## config.mk

```make
export PLATFORM = sky130hd
export DESIGN_NAME = wb_stage
export DESIGN_NICKNAME = d
export VERILOG_FILES = /design/src/rtl/wb_stage_pkg.sv /design/src/rtl/wb_stage_load_formatter.sv /design/src/rtl/wb_stage.sv
export SDC_FILE = /design/constraint.sdc
export NUM_CORES = 1
export LEC_CHECK = 0
export BUFFER_PORTS_ARGS = -buffer_cell sky130_fd_sc_hd__buf_4
export CORE_MARGIN = 2
export CORE_UTILIZATION = 47
export CTS_BUF_LIST = sky130_fd_sc_hd__clkbuf_4 sky130_fd_sc_hd__clkbuf_8
export DETAILED_ROUTE_END_ITERATION = 10
export PLACE_DENSITY = 0.78
export SETUP_SLACK_MARGIN = 0.3
export SYNTH_ARGS = -nofsm -noshare
export SYNTH_HDL_FRONTEND = slang
export SYNTH_SLANG_ARGS = --single-unit
```

## constraint.sdc

```tcl
create_clock -name clk -period 2.28 [get_ports clk]
set_input_delay 0.342 -clock clk [delete_from_list [all_inputs] [get_ports clk]]
set_output_delay 0.342 -clock clk [all_outputs]
set_load 0.01 [all_outputs]
```

## src/rtl/wb_stage_pkg.sv

```systemverilog
// wb_stage_pkg: shared widths, load funct3 codes and writeback FSM states
package wb_stage_pkg;
    localparam int REG_BUS = 32;
    localparam int REG_ADDR_BUS = 5;
    localparam logic [REG_BUS-1:0] ZERO_WORD = '0;
    localparam logic [2:0] F3_LB  = 3'b000;
    localparam logic [2:0] F3_LH  = 3'b001;
    localparam logic [2:0] F3_LW  = 3'b010;
    localparam logic [2:0] F3_LBU = 3'b100;
    localparam logic [2:0] F3_LHU = 3'b101;
    typedef enum logic [1:0] {IDLE, LOAD_WAIT, DRAIN} wb_state_t;
endpackage

```

## src/rtl/wb_stage_load_formatter.sv

```systemverilog
// load_formatter: selects and sign/zero-extends a sub-word from a little-endian memory word
module load_formatter
    import wb_stage_pkg::*;
#(
    parameter int DATA_W = REG_BUS
) (
    input  logic [DATA_W-1:0] rdata,
    input  logic [2:0]        funct3,
    input  logic [1:0]        addr_lo,
    output logic [DATA_W-1:0] data
);
    logic [DATA_W-1:0] byte_sh;
    logic [DATA_W-1:0] half_sh;
    logic [7:0]        b;
    logic [15:0]       h;
    assign byte_sh = rdata >> {addr_lo, 3'b000};
    assign half_sh = rdata >> {addr_lo[1], 4'b0000};
    assign b = byte_sh[7:0];
    assign h = half_sh[15:0];
    always_comb begin
        data = funct3 == F3_LB  ? {{(DATA_W-8){b[7]}}, b} :
               funct3 == F3_LH  ? {{(DATA_W-16){h[15]}}, h} :
               funct3 == F3_LW  ? rdata :
               funct3 == F3_LBU ? {{(DATA_W-8){1'b0}}, b} :
               funct3 == F3_LHU ? {{(DATA_W-16){1'b0}}, h} : '0;
    end
endmodule

```

## src/rtl/wb_stage.sv

```systemverilog
// wb_stage: MEM->WB stage, registers ALU results and runs word-read loads with stall.
// Optional WB_MISALIGN_CHECK_EN: rejects misaligned LH/LHU/LW and pulses misalign_err.
module wb_stage
    import wb_stage_pkg::*;
#(
    parameter int DATA_W  = REG_BUS,
    parameter int RADDR_W = REG_ADDR_BUS
) (
    input  logic               clk,
    input  logic               rst,
    input  logic               rdy,
    input  logic               in_valid,
    input  logic               in_we,
    input  logic [RADDR_W-1:0] in_waddr,
    input  logic [DATA_W-1:0]  in_data,
    input  logic               in_is_load,
    input  logic [2:0]         in_funct3,
    input  logic               flush,
    output logic               stall_req,
    output logic               mem_req,
    output logic [DATA_W-1:0]  mem_addr,
    input  logic               mem_ack,
    input  logic [DATA_W-1:0]  mem_rdata,
`ifdef WB_MISALIGN_CHECK_EN
    output logic               misalign_err,
`endif
    output logic               wb_we,
    output logic [RADDR_W-1:0] wb_waddr,
    output logic [DATA_W-1:0]  wb_wdata
);
    wb_state_t          state, next_state;
    logic               lat_we;
    logic [RADDR_W-1:0] lat_waddr;
    logic [2:0]         lat_funct3;
    logic [1:0]         lat_lo;
    logic [DATA_W-1:0]  fmt_data;
    logic               load_req, load_go;

    assign load_req = (state == IDLE) & in_valid & in_is_load & !flush;
`ifdef WB_MISALIGN_CHECK_EN
    logic misaligned;
    assign misaligned = ((in_funct3 == F3_LH || in_funct3 == F3_LHU) & in_data[0]) |
                        ((in_funct3 == F3_LW) & |in_data[1:0]);
    assign load_go = load_req & !misaligned;
`else
    assign load_go = load_req;
`endif

    load_formatter #(.DATA_W(DATA_W)) u_fmt (
        .rdata(mem_rdata),
        .funct3(lat_funct3),
        .addr_lo(lat_lo),
        .data(fmt_data)
    );

    always_ff @(posedge clk or posedge rst) begin
        if (rst) state <= IDLE;
        else if (rdy) state <= next_state;
    end

    always_comb begin
        next_state = state == IDLE      ? (load_go ? LOAD_WAIT : IDLE) :
                     state == LOAD_WAIT ? (mem_ack ? IDLE : flush ? DRAIN : LOAD_WAIT) :
                                          (mem_ack ? IDLE : DRAIN);
    end

    always_comb begin
        stall_req = load_go | (state != IDLE);
    end

    always_ff @(posedge clk or posedge rst) begin
        if (rst) begin
            wb_we      <= 1'b0;
            wb_waddr   <= '0;
            wb_wdata   <= DATA_W'(ZERO_WORD);
            mem_req    <= 1'b0;
            mem_addr   <= '0;
            lat_we     <= 1'b0;
            lat_waddr  <= '0;
            lat_funct3 <= '0;
            lat_lo     <= '0;
`ifdef WB_MISALIGN_CHECK_EN
            misalign_err <= 1'b0;
`endif
        end else if (rdy) begin
            wb_we <= 1'b0;
`ifdef WB_MISALIGN_CHECK_EN
            misalign_err <= load_req & misaligned;
`endif
            if (state == IDLE) begin
                if (in_valid & !in_is_load & !flush) begin
                    wb_we    <= in_we & |in_waddr;
                    wb_waddr <= in_waddr;
                    wb_wdata <= in_data;
                end
                if (load_go) begin
                    mem_req    <= 1'b1;
                    mem_addr   <= {in_data[DATA_W-1:2], 2'b00};
                    lat_we     <= in_we & |in_waddr;
                    lat_waddr  <= in_waddr;
                    lat_funct3 <= in_funct3;
                    lat_lo     <= in_data[1:0];
                end
            end else if (mem_ack) begin
                mem_req <= 1'b0;
                // a flush arriving with the ack still completes the handshake but writes nothing
                if (state == LOAD_WAIT) begin
                    wb_we    <= lat_we & !flush;
                    wb_waddr <= lat_waddr;
                    wb_wdata <= fmt_data;
                end
            end
        end
    end
endmodule
```

==> results of run 1 <==
## metrics by stage
stage	worst slack, ns	utilization, %
final	0.3404	64.36
after global routing	0.2861	64.36
after CTS	0.2437	64.08
after detailed placement	0.1894	61.80
after global placement	0.2720	61.80
after floorplan	0.6244	-
## worst max-delay path, delay by kind of cell, from the launching register on
kind / cells / cell delay, ns
compound gates: 3 / 0.77
flops: 1 / 0.47
mux: 1 / 0.55
## flip-flops by register name, summed over array words and instances (netlist names)
register	count
lat_lo	2
wb_waddr	5
lat_waddr	5
wb_wdata	32
state	2
mem_addr	30
lat_funct3	3
lat_we	1
wb_we	1
mem_req	1
## final cells by class
class,count,area [um^2]
Inverter,18,71.32
Clock buffer,9,123.9
Timing Repair Buffer,163,1256
Sequential cell,82,2053
Fill cell,745,3293
Clock inverter,5,81.33
Tap cell,129,161.4
Multi-Input combinational cell,268,2200
## synthesized netlist by cell type, drive strengths merged, types with 2 or more instances
library cell,number
dfrtp,82
mux2,50
nand2,42
a221oi,24
buf,23
a21oi,19
inv,18
nor3,17
nor2,15
mux2i,13
clkbuf,10
o21ai,10
a31oi,9
o31ai,9
or2,9
mux4,8
a221o,7
a22oi,7
o21bai,7
nor2b,3
nor3b,3
a21o,2
nand2b,2
## kinds of logic (layout without fill, tap and decap cells)
logic type,count (synthesis),after routing,synth area share (%)
compound gates,97,97,18.12
buf+inv,51,195,5.555
flops,82,82,45.78
mux,71,71,19.49
other cells,1,2,0.08367
simple gates,98,98,10.97
## path summary, 6_finish.rpt
kind	startpoint	to	slack, ns	cells after the start
max	lat_lo[0]	wb_wdata[15]	0.34	4
min	rst	wb_wdata[8]	0.04	2
max reg2reg	lat_lo[0]	wb_wdata[15]	0.34	4
min reg2reg	wb_wdata[13]	wb_wdata[13]	0.49	2
max in group asynchronous	rst	mem_addr[24]	1.68	3
min in group clk	mem_ack	state[1]	0.21	2
## layer usage
layer  part of all wire (%)  vias up  global-route usage, %
met2                     49      172                  39.57
met3                    6.9       25                  4.900
met4                    2.6        0                  10.71
met5                      0        -                      0
li1                       -     1752                      -
met1                     41     1841                  31.60
## power by group through the flow
stage / sequential [W] / combinational, W / clock, W
2_1_floorplan: 0.00237 / 0.00116 / 0
3_3_place_gp: 0.00222 / 0.00227 / 0
3_5_place_dp: 0.00225 / 0.00233 / 0
4_1_cts: 0.00223 / 0.00234 / 0.00116
5_1_grt: 0.00229 / 0.00253 / 0.00122
6_report: 0.00223 / 0.00234 / 0.00114
## timing repair
| item | 4_1_cts | 5_1_grt |
|---|---|---|
| resized for setup | 2 | 4 |
| pin swaps | 1 | 1 |
| setup endpoints to repair | 10 | 28 |
| hold buffers | 0 | 0 |
| setup buffers | 0 | 1 |
==> out/metrics.cfg, run 1 <==
[synth]
synth_area_um2=4482
synth_edf_count=0
synth_top_cell_by_area=dfrtp_1
yosys_warnings=0
synth_ff_type=dfrtp_1
netlist_instances=400
synth.ff_latch_count=82
seq_area_frac_synth_pct=45.78
async_flop_share_pct=100.0
syn_area_per_cell_um2=11.20
synth_top_area_share_pct=45.78
ys_types=43
synth_area_leaders=dfrtp_1, mux2_2, a221oi_2, mux4_2, nand2_1

[grt]
grt_pass1_vias=3786
overflow=0
grt_pass1_wl_um=19360
track_usage_pct=24.35
grt_max_degree=66
antenna_found_initial=0

[critical_path]
startpoint_type=flip-flop
max_stage_delay_ns=0.55
path_class=reg2reg
worstPathRequired_ns=2.49
crit_path_top_delay_cell=mux4_2
path_max_fanout=9
worstSetupEndpointType=flip-flop
cp_cell_sequence=mux4_2, a21o_1, a221oi_2, o31ai_1
cp.arrival_ns=2.15

[sta]
hold_slack_ns=0.03953
rsz0062_at_grt=yes
slew_headroom_pct=62.03
maxSlewViolCount=0
hold_viol_final=0
setup_tns_ns=0
fin_crit_sh_pct=85.07
finClkSkew_ns=0.009965
setup_viol=0
fmax_ghz=0.5156
min_period_ns=1.940
tightestPinTransition_ns=0.5684

[layout]
synthToLayoutAreaGrowth_pct=32.69
layout-drive-gt1-share_pct=50.09
fin_nets=622
final_common_cell=buf_4
diodes=0
final_cell_mix=buf_4, dfrtp_1, mux2_2
design_area_um2=5947
final_cells=674

[clock_tree]
worstSkewPairLatency_ns=0.36
htreeDepth=3
cts.path.max_buffers=2
cts_sinks=82
clkSlewWorstSetupHoldPaths_ns=0.09
cts_tree=built
cts.root.buffer_cell=clkbuf_8
cts_made_buffers=9

[placed_design]
hpwl_um=9269
gp_congestion=0.8959
dpl_cell_area_um2=5710
io_buffers=149
dp.cells=659

[floorplan]
io_pins=152
fp.dieH_um=101.7
core_um2=9240
num_rows=35
die-area_um2=10330
die_x_um=101.7
start_util_pct=48.50

[route]
first_pass_iters=4
drt-initial-drc-count=256
final_antenna_net_count=0
routed_wl_um=12550
vias=3790
wl_per_cell_um=18.62
vias_per_cell=5.623
drc=0

[pwr]
power.density_nw_per_um2=958.7
power_frac_clock_pct=19.9
p_comb_share_pct=41.1
intPower_w=0.003762
total_leakage_power_nw=2.867
ir_worst_vdd_mv=0.4837
seq_power_share_pct=39.0
sw_frac_of_total_pct=34.01
finalPower_w=0.005702
power_switching_w=0.001939

[run]
maxCapViolCount=0

[min_path]
hold_path.class=in2async

[outcome]
status=completed

No activity file was read; power rests on OpenSTA's default activity.
==> run 2, diff against run 1 <==
Settings changed: CORE_ASPECT_RATIO set to 1.1.
==> run 2 against run 1 <==
Die area about the same. Core utilization shrank 0.75 points. Final cell count fell by 1.3%. Hold slack improved by 0.067 ns. Highest routed layer unchanged.
==> out/metrics.cfg, run 2 (synthesis gave the netlist of run 1 again) <==
[outcome]
status=completed

[layout]
reg.largest.list=wb_wdata (32), mem_addr (30)
layout-drive-gt1-share_pct=50.00  ; -0.092 points
diodes=0  ; unchanged
synthToLayoutAreaGrowth_pct=32.08
fin_nets=623  ; +0.16%
final_common_cell=buf_4
largest_reg_flops=32  ; unchanged
final_cell_mix=buf_4, dfrtp_1, mux2_2
design_area_um2=5919  ; -0.46%
largest_register=wb_wdata

[placed_design]
io_buffers=149  ; unchanged
hpwl_um=9397  ; +1.4%
gp_congestion=0.8704  ; -2.8%
dpl_cell_area_um2=5698  ; -0.22%

[clock_tree]
htreeDepth=3  ; unchanged
cts_sinks=82  ; unchanged
cts_hold_buf=0  ; unchanged
cts.path.max_buffers=2  ; unchanged
cts_made_buffers=9  ; unchanged
post_cts_buffers=0  ; unchanged
cts_tree=built
clkSlewWorstSetupHoldPaths_ns=0.08  ; about the same
cts.root.buffer_cell=clkbuf_8
worstSkewPairLatency_ns=0.36  ; about the same

[critical_path]
path_max_fanout=16  ; +7
worstPathRequired_ns=2.51  ; +0.02 ns
reg2reg_depth=5  ; +1
crit_path_top_delay_cell=dfrtp_1
r2r_start=lat_lo[1]
startpoint_type=flip-flop
cp_cell_sequence=buf_4, mux2_2, a221o_1, a31oi_1, a22oi_1
worstSetupEndpointType=flip-flop
r2r_slack_ns=0.43  ; +0.09 ns
path_class=reg2reg
cp.arrival_ns=2.07  ; -0.08 ns
max_stage_delay_ns=0.46  ; -0.09 ns
r2r-end=wb_wdata[3]

[floorplan]
io_pins=152  ; unchanged
start_util_pct=48.16  ; -0.34 points
die-area_um2=10330  ; about the same
fp.dieH_um=106.4  ; +4.7%
core_um2=9305  ; +0.70%
die_x_um=97.11  ; -4.5%
num_rows=37  ; +5.7%

[sta]
hold_slack_ns=0.1069  ; +0.06733 ns
finClkSkew_ns=0.01018  ; +0.0002111 ns
rsz0062_at_grt=no
maxSlewViolCount=0  ; unchanged
hold_viol_final=0  ; unchanged
setup_tns_ns=0  ; unchanged
tightestPinTransition_ns=0.6219  ; +0.05356 ns
slew_headroom_pct=58.54  ; -3.5 points
setup_viol=0  ; unchanged
fmax_ghz=0.5419  ; +5.1%
min_period_ns=1.845  ; -0.09419 ns
fin_crit_sh_pct=80.94  ; -4.1 points

[grt]
overflow=0  ; unchanged
grt_max_degree=64  ; -3.0%
grt_pass1_wl_um=19750  ; +2.0%
antenna_found_initial=0  ; unchanged
track_usage_pct=24.20  ; -0.15 points
grt_pass1_vias=3802  ; +0.42%

[route]
vias=3733  ; -1.5%
first_pass_iters=4  ; unchanged
vias_per_cell=5.614  ; -0.17%
routed_wl_um=12280  ; -2.1%
final_antenna_net_count=0  ; unchanged
drc=0  ; unchanged
drt-initial-drc-count=193  ; -25%
wl_per_cell_um=18.46  ; -0.82%

[pwr]
p_comb_share_pct=41.3  ; +0.2 points
finalPower_w=0.005645  ; -1.0%
power_switching_w=0.001917  ; -1.1%
intPower_w=0.003727  ; -0.93%
total_leakage_power_nw=2.873  ; +0.22%
power.density_nw_per_um2=953.6  ; -0.54%
power_frac_clock_pct=19.6  ; -0.3 points
ir_worst_vdd_mv=0.4741  ; -2.0%
seq_power_share_pct=39.1  ; about the same
sw_frac_of_total_pct=33.97  ; -0.046 points

[min_path]
hold_path.class=in2async

[run]
maxCapViolCount=0  ; unchanged

## run 2: cell count changes in the layout (fill, tap and decap cells not counted), sizes merged
cell / before / now
buf: 163 / 164
bufinv: 2 / 1
inv: 17 / 18
clkinvlp: 2 / 1
clkinv: 2 / 3
clkbuf: 9 / 11
## run 2: worst max-delay path by stage
stage	end	start	depth (start not counted)
after CTS	wb_wdata[1]	lat_funct3[0]	4
after global placement	wb_wdata[5]	lat_lo[0]	5
final	wb_wdata[3]	lat_lo[1]	5
after floorplan	wb_wdata[14]	lat_lo[0]	6
after detailed placement	wb_wdata[1]	lat_funct3[0]	4
after global routing	wb_wdata[4]	lat_lo[1]	5
## run 2: metal layers
metal  track usage, %  up-vias  routed length, um
met3            4.734       28                919
met5                0        -                  0
met4            11.07        0                393
met1            30.27     1787               4634
li1                 -     1759                  -
met2            40.67      159               6331
## run 2: what timing repair did
item                       4_1_cts  5_1_grt
gates resized for setup          0        2
setup endpoints to repair        0        9
hold endpoints to repair         0        0
## run 2: through the flow
stage / setup WS [ns] / util [%] / std cells
after floorplan: 0.6244 / - / 401
after global placement: 0.4279 / 61.23 / 649
after detailed placement: 0.3783 / 61.23 / 649
after CTS: 0.3781 / 63.52 / 665
after global routing: 0.3444 / 63.61 / 665
final: 0.4346 / 63.61 / 665
## run 2: critical path: cells and delay by family, from the launching register on
kind | cells | cell delay (ns)
multiplexers | 1 | 0.37
flip-flops | 1 | 0.46
AO/OA/AOI/OAI | 3 | 0.59
buffers and inverters | 1 | 0.30
## run 2: final cells by class
type | count | area [um^2]
inverter | 18 | 71.32
sequential | 82 | 2052
clock inverter | 5 | 61.31
tap | 117 | 146.4
clock buffer | 11 | 151.4
fill | 772 | 3386
multi-input combinational | 268 | 2193
timing repair buffer | 164 | 1244
## run 2: power groups by stage
stage | sequential [W] | clock (W) | combinational, W
after floorplan | 0.00237 | 0 | 0.00116
final | 0.00221 | 0.00111 | 0.00233
after CTS | 0.00221 | 0.00114 | 0.00235
after detailed placement | 0.00223 | 0 | 0.00235
after global routing | 0.00228 | 0.00120 | 0.00251
after global placement | 0.00221 | 0 | 0.00229
==> run 3, diff against run 2 <==
Settings changed: ABC_AREA set to 1, CORE_UTILIZATION 47 to 50, PLACE_DENSITY 0.78 to 0.79.
Clock period 2.28 ns to 1.8 ns, I/O delays scaled along.
==> run 3 against run 2 <==
The run now ends with negative setup slack left. Global-route usage is 5.6 points higher. Critical path depth is 1 higher. Cell area is 11% higher. Via count is 39% higher. Wire length is 43% higher. Register-to-register slack worse by 0.46 ns. First-iteration DRC count is 95% higher. Sequential power is 31% higher. Count of clock-buffer cells in the layout is 2 higher. Fmax is 0.91% higher. Clock skew is 0.0045 ns higher. Final cell count is 42% higher. Critical path type unchanged.
==> out/metrics.cfg, run 3 <==
[grt]
track_usage_pct=29.76  ; +5.6 points
antenna_found_initial=0  ; unchanged
grt_pass1_vias=4593  ; +21%
grt_pass1_wl_um=23000  ; +16%
grt_max_degree=53  ; -17%
overflow=0  ; unchanged

[clock_tree]
cts_made_buffers=9  ; unchanged
cts_tree=built
cts.path.max_buffers=2  ; unchanged
worstSkewPairLatency_ns=0.37  ; about the same
cts_sinks=82  ; unchanged
clkSlewWorstSetupHoldPaths_ns=0.09  ; about the same
htreeDepth=3  ; unchanged
cts.root.buffer_cell=clkbuf_8

[route]
final_antenna_net_count=0  ; unchanged
wl_met1_um=6576  ; +42%
vias_per_cell=5.513  ; -1.8%
top_layer=met4
first_pass_iters=5  ; +1
drc=0  ; unchanged
routed_wl_um=17610  ; +43%
drt-initial-drc-count=377  ; +95%
vias=5193  ; +39%
wl_met3_um=1493  ; +62%
wl_per_cell_um=18.69  ; +1.3%
wl_met2_um=8788  ; +39%

[sta]
slew_headroom_pct=60.76  ; +2.2 points
fin_crit_sh_pct=101.6  ; +21 points
maxSlewViolCount=0  ; unchanged
min_period_ns=1.829  ; -0.01664 ns
hold_viol_final=0  ; unchanged
rsz0062_at_grt=yes
layout_setup_ws_ns=-0.02873  ; -0.4634 ns
tightestPinTransition_ns=0.5874  ; -0.03457 ns
setup_viol=1  ; +1
finClkSkew_ns=0.01466  ; +0.004481 ns
fmax_ghz=0.5468  ; +0.91%
setup_tns_ns=-0.02873  ; -0.02873 ns

[placed_design]
dp.cells=892  ; +37%
place_ws_ns=0.03684  ; -0.3415 ns
gp_congestion=0.9117  ; +4.7%
io_buffers=149  ; unchanged
hpwl_um=10410  ; +11%

[critical_path]
path_max_fanout=26  ; +10
worstPathRequired_ns=2.06  ; -0.45 ns
startpoint=state[1]
cp.arrival_ns=2.09  ; +0.02 ns
max_stage_delay_ns=0.43  ; -0.03 ns
cp_common_cell=nor2_4
r2r_start=state[1]
crit_path_top_delay_cell=dfrtp_1
path_class=reg2reg
worstSetupEndpointType=flip-flop
startpoint_type=flip-flop
cp_cell_sequence=nor2_4, nand3_1, nor2_4, buf_6, inv_6, o21ai_0

[layout]
final_common_cell=nand2_1
synthToLayoutAreaGrowth_pct=45.12
final_cell_mix=nand2_1, buf_4, dfrtp_1
diodes=0  ; unchanged
fin_nets=903  ; +45%
largest_register=wb_wdata
layout-drive-gt1-share_pct=30.68  ; -19 points
fin_util_pct=74.35  ; +11 points
reg.largest.list=wb_wdata (32), mem_addr (30)
final_cells=942  ; +42%
largest_reg_flops=32  ; unchanged

[floorplan]
io_pins=152  ; unchanged
start_util_pct=51.23  ; +3.1 points
die-area_um2=9824  ; -4.9%
die_x_um=94.69  ; -2.5%
fp.dieH_um=103.8  ; -2.5%
num_rows=36  ; -2.7%
core_um2=8828  ; -5.1%

[outcome]
status=finished with violations
violations=negative setup slack

[synth]
synth_top_family_by_area=simple AND/OR/NAND/NOR gates
synth-compound-area-share_pct=11.51  ; -6.6 points
yosys.area_share.simple_pct=34.44  ; +23 points
yosys_warnings=0  ; unchanged
synth_commonest_cells=nand2_1, dfrtp_1, nor2_1, o21ai_0, inv_1
netlist_instances=644  ; +61%
synth_area_um2=4523  ; +0.92%
ys_types=33  ; -23%
synth.ff_latch_count=82  ; unchanged
synth_edf_count=0  ; unchanged
synthAdderAreaFrac_pct=0  ; unchanged
syn_area_per_cell_um2=7.023  ; -37%
synth_top_cell_by_area=dfrtp_1
seq_area_frac_synth_pct=45.37  ; -0.42 points
yosys.cell_count.top_type=nand2_1
synth_top_area_share_pct=45.37  ; -0.42 points
synth_ff_type=dfrtp_1
synthMuxAreaShare_pct=0  ; -19 points
synth_xor_area_share_pct=0  ; unchanged
synth_area_leaders=dfrtp_1, nand2_1, o21ai_0, nor2_1, nand3_1
async_flop_share_pct=100.0  ; unchanged

[pwr]
power.density_nw_per_um2=1202  ; +26%
ir_worst_vdd_mv=0.7587  ; +60%
total_leakage_power_nw=3.563  ; +24%
finalPower_w=0.007891  ; +40%

[min_path]
hold_path.class=in2reg
hold_start=in_funct3[0]

[run]
maxCapViolCount=0  ; unchanged

==> run 3: cell count changes in the layout (fill, tap and decap cells not counted), sizes merged, moves of 8 or more <==
| cell | delta |
|---|---|
| nand2 | +236 |
| o21ai | +69 |
| mux2 | -50 |
| nor2 | +43 |
| nand3 | +35 |
| inv | +32 |
| buf | +25 |
| a221oi | -24 |
| nor3 | -14 |
| mux2i | -13 |
| or2 | -9 |
| clkbuf | +8 |
| mux4 | -8 |
| o31ai | -8 |
==> run 3: layout make-up <==
type	count	area, um^2
Fill cell	684	2265
Inverter	50	212.7
Multi-Input combinational cell	481	2175
Timing Repair Buffer	196	1763
Tap cell	114	142.6
Timing Repair inverter	3	26.28
Clock inverter	3	21.27
Clock buffer	13	166.4
Sequential cell	82	2057
==> run 3: stage by stage <==
step | hold WS [ns] | instance area (um^2)
after floorplan | 0.3646 | 4531
after global placement | 0.3656 | 5788
after detailed placement | 0.3740 | 5788
after CTS | 0.1070 | 6075
after global routing | 0.1299 | 6564
final | 0.1081 | 6564
==> run 3: per-layer routing <==
metal | vias up | global-route usage (%)
li1 | 2382 | -
met1 | 2429 | 38.34
met2 | 320 | 50.91
met3 | 62 | 3.782
met4 | 0 | 10.46
met5 | - | 0
==> run 3: kinds of logic after synthesis <==
family,count (synthesis)
compound gates,101
buf+inv,82
flops,82
other cells,1
simple gates,378
==> run 3: what timing repair did <==
action	CTS	global route
hold buffers	1	0
resized for setup	8	55
setup buffers	7	12
pin swaps	2	14
gates cloned	0	14
hold endpoints to repair	22	0
setup endpoints to repair	76	80
==> run 3: critical path, delay by kind of cell, from the launching register on <==
family	cells	cell delay, ns
AO/OA/AOI/OAI	1	0.27
buffers and inverters	2	0.27
flip-flops	1	0.43
AND/OR/NAND/NOR	3	0.76
==> run 3: path summary, 6_finish.rpt <==
check / end / slack [ns] / cells after the start
min in group asynchronous: mem_addr[8] / 0.53 / 3
hold / removal: lat_funct3[0] / 0.11 / 3
setup reg to reg: mem_addr[16] / -0.03 / 6
setup / recovery: mem_addr[16] / -0.03 / 6
hold reg to reg: mem_addr[15] / 0.48 / 2
max in group asynchronous: lat_lo[1] / 0.69 / 4
==> run 3: power breakdown <==
part           internal [W]  switching, W
clock network      0.000612      0.000719
logic               0.00167       0.00199
registers           0.00243      0.000467
total               0.00471       0.00318
